===== config.mk =====
export PLATFORM = sky130hd
export DESIGN_NAME = addr_gen_unit
export DESIGN_NICKNAME = d
export VERILOG_FILES = /design/src/rtl/addr_gen_unit.sv
export SDC_FILE = /design/constraint.sdc
export NUM_CORES = 1
export LEC_CHECK = 0
export CORE_MARGIN = 5
export CORE_UTILIZATION = 53
export CTS_CLUSTER_DIAMETER = 50
export DETAILED_ROUTE_END_ITERATION = 12
export PLACE_DENSITY = 0.79
export SLEW_MARGIN = 20
export SYNTH_ARGS = -nofsm -noshare
export SYNTH_HDL_FRONTEND = slang
export SYNTH_SLANG_ARGS = --single-unit
export TNS_END_PERCENT = 5

===== constraint.sdc =====
create_clock -name clk -period 2.9 [get_ports clk]
set_input_delay 0.435 -clock clk [delete_from_list [all_inputs] [get_ports clk]]
set_output_delay 0.435 -clock clk [all_outputs]
set_load 0.05 [all_outputs]

===== src/rtl/addr_gen_unit.sv =====
// addr_gen_unit: registered address generator (direct, base-relative, circular, bit-reversed) with base/len/idx registers
module addr_gen_unit #(
  parameter int MDATAW = 8,
  parameter int FFTSIZ = 3
) (
  input  logic              clk,
  input  logic              rst,
  input  logic              req,
  input  logic [1:0]        mode,
  input  logic [MDATAW-1:0] addr,
  input  logic [MDATAW-1:0] in,
  input  logic              ld_base,
  input  logic              ld_len,
  input  logic              clr_idx,
  output logic [MDATAW-1:0] out,
  output logic              valid
);
  localparam logic [MDATAW-1:0] msk = {MDATAW{1'b1}} >> (MDATAW - FFTSIZ);
  logic [MDATAW-1:0] base_r, len_r, idx_r, rev, gen, idx_n;
  logic [MDATAW:0]   inc;
  always_comb begin
    rev = '0;
    for (int i = 0; i < FFTSIZ; i++) rev[i] = idx_r[FFTSIZ-1-i];
  end
  assign inc = {1'b0, idx_r} + (MDATAW+1)'(1);
  assign gen = mode == 2'd0 ? addr : base_r + (mode == 2'd1 ? addr : mode == 2'd2 ? idx_r : rev);
  assign idx_n = (clr_idx || ld_len) ? '0 :
                 !req ? idx_r :
                 mode == 2'd2 ? ((len_r != '0 && inc >= {1'b0, len_r}) ? '0 : inc[MDATAW-1:0]) :
                 mode == 2'd3 ? (inc[MDATAW-1:0] & msk) : idx_r;
  always_ff @(posedge clk) begin
    if (rst) begin
      base_r <= '0;
      len_r  <= '0;
      idx_r  <= '0;
      out    <= '0;
      valid  <= 1'b0;
    end else begin
      if (req) out <= gen;
      valid <= req;
      if (ld_base) base_r <= in;
      if (ld_len) len_r <= in;
      idx_r <= idx_n;
    end
  end
endmodule


* Yosys cells after proc, flatten, opt, wreduce, memory -nomap -nowiden *
Cells that the tools add are included.

storage, ports and cells
  bits in registers = 33
  input bits = 24
  logic and storage cells = 24

cells by class
  add/sub/neg operators = 2
  $lt $le $gt $ge = 1
  eq/ne operators = 3
  muxes and demuxes = 6
  reduce and logical (&&, ||, !) cells = 7

operators with widths
  operator                                        number
  two-way mux 8 bit                               6
  adder 8 x 1 -> 9 bit (second input constant)    1
  greater-or-equal comparator 9 x 8 -> 1 bit      1
  adder 8 bit                                     1
  nonzero test 8 bit                              1
  == test 2 bit (second input constant)           2
  == test 2 x 1 -> 1 bit (second input constant)  1
  zero test 2 bit                                 1
  AND reduction 2 bit                             1
  nonzero test 2 bit                              1
  OR reduction 2 bit                              1
  logical AND 1 bit                               1
  logical OR 1 bit                                1

* Longest topological paths before layout *
Gate-level depths: netlist of run 1.

  word-level depth = 5
  gate-level depth with buffers = 12
  mapped depth without buffers = 11

* Least setup slack after synthesis of run 1 *
OpenSTA, ideal clock, no wires.

  kind = input to register
  from = input mode[0]
  to = register out[6]
  data arrival time = 2.460 ns
  path slack = 0.349 ns
  cell stages on the path = 12
  buffers on the path = 1
  cells stage by stage = nor2b_1 -> clkbuf_1 -> a22oi_1 -> o21ai_0 -> ha_1 -> fa_1 -> a21o_1 -> a21oi_1 -> o21ai_0 -> a21oi_1 -> xor2_1 -> a311oi_1

between the ends
  word-level cells in the longest chain between the ends = 5
  elaborated cells between the ends (all ways) = 7
  classes of those cells = add/sub: 1; eq/ne: 2; mux: 3; reduce/logical: 1

RTL lines
  item                             RTL line  source
  start: declaration               9         input logic [1:0] mode,
  == test 2 bit                    26        assign gen = mode == 2'd0 ? addr : base_r + (mode == 2'd1 ? addr : mode == 2'd2 ? idx_r : rev);
  two-way mux 8 bit (2 in series)  26
  adder 8 bit                      26
  two-way mux 8 bit (*)            26
  end signal: assignment           39        if (req) out <= gen;
  end: declaration                 15        output logic [MDATAW-1:0] out,

Every way passes the cells marked *; elsewhere a longest branch is shown, timed or not.
A chain may end at the register's enable or synchronous reset.

* Worst setup path in the final report of run 1 *
  from = register idx_r[3]
  to = register idx_r[6]

between the ends
  word-level cells in the longest chain between the ends = 5

RTL lines
  item                                        RTL line  source
  start: declaration                          19        logic [MDATAW-1:0] base_r, len_r, idx_r, rev, gen, idx_n;
  start signal: assignment                    43        idx_r <= idx_n;
  adder 8 x 1 -> 9 bit (*)                    25        assign inc = {1'b0, idx_r} + (MDATAW+1)'(1);
  greater-or-equal comparator 9 x 8 -> 1 bit  29        mode == 2'd2 ? ((len_r != '0 && inc >= {1'b0, len_r}) ? '0 : inc[MDATAW-1:0]) :
  logical AND 1 bit                           29
  two-way mux 8 bit (*) (2 in series)         29

Marked as above.

==> results of run 1 <==
critical path, delay by kind of cell, from the launching register on:
family	cells	cell delay (ns)
and+or+nand+nor	3	0.59
DFF	1	0.43
AOI/OAI and AO/OA	5	1.06
xor gates and xnor gates	1	0.20
adders and majority gates	1	0.27
routing by layer:
| layer | share of wire | vias to the layer above | GRT usage |
|---|---|---|---|
| met5 | 0 | - | 0 |
| met4 | 0.019 | 0 | 0.0689 |
| met3 | 0.072 | 12 | 0.0457 |
| met2 | 0.48 | 63 | 0.345 |
| met1 | 0.43 | 823 | 0.239 |
| li1 | - | 900 | - |
power groups by stage:
stage	clock, mW	sequential [mW]	combinational (mW)
finish	0.442	0.495	0.249
global route	0.474	0.498	0.271
CTS	0.450	0.495	0.249
detailed placement	0	0.505	0.247
global placement	0	0.505	0.242
floorplan	0	0.534	0.121
stage by stage:
step	cells	hold slack [ns]	util	worst slack (ns)	setup TNS (ns)
floorplan	230	0.467	-	0.349	0
global placement	316	0.473	0.672	-0.0771	-0.0920
detailed placement	316	0.490	0.672	-0.155	-0.259
CTS	324	0.500	0.704	0.112	0
global route	324	0.535	0.706	0.0991	0
finish	324	0.500	0.706	0.278	0
logic make-up (layout without fill, tap and decap cells):
| family | Yosys count | in the layout | share of synthesized area |
|---|---|---|---|
| AOI/OAI and AO/OA | 52 | 52 | 0.184 |
| muxes | 17 | 17 | 0.0838 |
| buffers and inverters | 24 | 70 | 0.0530 |
| DFF | 33 | 33 | 0.325 |
| and+or+nand+nor | 74 | 74 | 0.189 |
| adders and majority gates | 17 | 17 | 0.108 |
| xor gates and xnor gates | 13 | 13 | 0.0561 |
repair_timing:
| action | CTS | global route |
|---|---|---|
| endpoints found under the setup margin | 0 | 1 |
| hold buffers | 0 | 0 |
| gates resized for setup | 0 | 3 |
registers in the layout, indices dropped and copies added (netlist names):
name and count:
out 8, base_r 8, len_r 8, idx_r 8, valid 1
cell type report:
cell class | instances | area, um2 | share of cell area
multi-input cells | 173 | 1270 | 0.486
flip-flops and latches | 33 | 661 | 0.254
repair buffers | 49 | 453 | 0.174
clock buffers | 5 | 68.8 | 0.0264
well taps | 48 | 60.1 | 0.0231
inverters | 13 | 48.8 | 0.0187
clock inverters | 3 | 46.3 | 0.0178
final timing paths:
path,from,end
max,idx_r[3]$_SDFFE_PP0P_,idx_r[6]$_SDFFE_PP0P_
min,out[4]$_SDFFE_PP0P_,out[4]$_SDFFE_PP0P_
max reg2reg,idx_r[3]$_SDFFE_PP0P_,idx_r[6]$_SDFFE_PP0P_
min reg2reg,out[4]$_SDFFE_PP0P_,out[4]$_SDFFE_PP0P_
placed cells by master, fill, tap and decap left out, types with 2 or more instances in the layout:
| master | Yosys | final |
|---|---|---|
| dfxtp_1 | 33 | 33 |
| clkdlybuf4s50_1 | 0 | 30 |
| nor2_1 | 26 | 26 |
| nand2_1 | 21 | 21 |
| mux2i_1 | 17 | 17 |
| buf_4 | 0 | 17 |
| ha_1 | 16 | 16 |
| inv_1 | 13 | 13 |
| xnor2_1 | 10 | 10 |
| o21ai_0 | 10 | 10 |
| a21oi_1 | 9 | 8 |
| nand3_1 | 7 | 7 |
| a22o_1 | 7 | 7 |
| nand2b_1 | 5 | 5 |
| clkbuf_8 | 0 | 5 |
| a31oi_1 | 4 | 4 |
| o211ai_1 | 4 | 4 |
| a311oi_1 | 4 | 4 |
| xor2_1 | 3 | 3 |
| nor2b_1 | 3 | 3 |
| a22oi_1 | 3 | 3 |
| a21o_1 | 3 | 3 |
| and3_1 | 2 | 2 |
| o21bai_1 | 2 | 2 |
| a21oi_2 | 1 | 2 |
| dlymetal6s2s_1 | 0 | 2 |
==> reports/summary.txt, run 1 <==
1st-iter DRT viols: 80
TritonRoute pass-1 iters: 4
Max-cap viol count: 0
Syn avg cell area: 8.83 um2
Leading area contributor after synthesis: dfxtp_1
Die Width: 71.9 um
Sequential cell area fraction in the yosys report: 0.325
CP required: 3.12 ns
Mapped Cells: 230
Row cnt: 22
Final count of hold timing violations: 0
Clock Sinks: 33
Largest net degree at the start of global routing: 26
Routed wire length: 4800 um
Total Routing Usage GR: 0.198
Routed vias/inst: 5.55
Die Y: 71.9 um
Htree depth: 2
Minimum clock period: 2.62 ns
Fin Clk Skew: 0.00808 ns
Final instance area: 2600 um2
Filler instances: 308
Pwr Total: 1.19 mW
Root buf cell: clkbuf_8
Fin. max-slew vios: 0
Yosys top cell area share: 0.325
Ys Warns: 0
Flops & latches, synth: 33
CP Class: reg2reg
Max-slew headroom: 0.589
Clock share of power: 0.373
Critical path's slowest cell: a311oi_4
Worst Hold Depth: 2
Initial antenna violation count: 0
CTS Buf Count: 5
Worst setup EP type: register
# Post-CTS Setup Buffers: 0
Clk pin slew, worst setup/hold paths: 0.07 ns
Die ar.: 5170 um2
Crit path DAT: 2.84 ns
Post-synth EDFFs: 0
Delay of the slowest critical-path stage: 0.46 ns
Ys flop type: dfxtp_1
Synthesized cell area: 2030 um2
PortBufs: 32
CP Launch Type: register
Worst-case vdd ir drop: 0.000255 V
Pwr Density: 455 nW/um2
Later-pin clock latency in the skew report: 0.29 ns
Status: finished clean
Most used cell, CP: and3_1
CP max FO: 7
Asr flop ratio synth: 0
# setup viols final: 0
Vias in the first global route: 1,749
Period utilization: 0.904
CTS tree: done
P_sw: 335 uW
Reg2reg setup slack: 0.28 ns
Share of cells above drive strength 1: 0.127
Combinational share of power: 0.210
Post-synthesis net count: 271
Count leader, synth: dfxtp_1
DR vias: 1,798
Core area: 3690 um2
Synth-to-Final Area Change: 28.2%
Leakage: 1.13 nW
Number of nets in the layout: 316
Worst Hold Class: reg2reg
Hpwl dp: 3800 um
RD Place Congestion: 0.855
Power Internal: 851 uW
Crit-path cells: and3_1 -> and3_1 -> xor2_1 -> ha_1 -> nand2_1 -> o21ai_0 -> o21bai_1 -> a311oi_4 -> a41oi_1 -> a31oi_1
Measured slew at the worst slew-check pin: 0.614 ns
Remaining global-route overflow: 0
Final ANT Viol Nets: 0
Commonest cells in the synthesized netlist: dfxtp_1 (33), nor2_1 (26), nand2_1 (21)
WL per Instance: 14.8 um
I/O pin count: 33
Fmax: 0.381 GHz
Sequential share of power: 0.417
Reg2reg path depth: 10
N_diodes: 0
Wire length of the first global-routing pass: 8080 um
DP Area: 2480 um2
# DRC: 0
RSZ-0062 raised after global routing: no
Sw Ratio: 0.282
Synth area leaders: dfxtp_1 (33%), ha_1 (9.9%), mux2i_1 (8.4%)
Initial Utilization: 0.551
Max clock buf depth: 2
Synth cell types: 42
(Power assumes the default switching activity.)
==> run 2, diff against run 1 <==
--- a/config.mk
+++ b/config.mk
@@ -10,7 +10,7 @@
 export CTS_CLUSTER_DIAMETER = 50
 export DETAILED_ROUTE_END_ITERATION = 12
 export PLACE_DENSITY = 0.79
-export SLEW_MARGIN = 20
+export SLEW_MARGIN = 10
 export SYNTH_ARGS = -nofsm -noshare
 export SYNTH_HDL_FRONTEND = slang
 export SYNTH_SLANG_ARGS = --single-unit
==> results of run 2 <==
No change in the layout: final DEF, timing and power equal those of run 1.
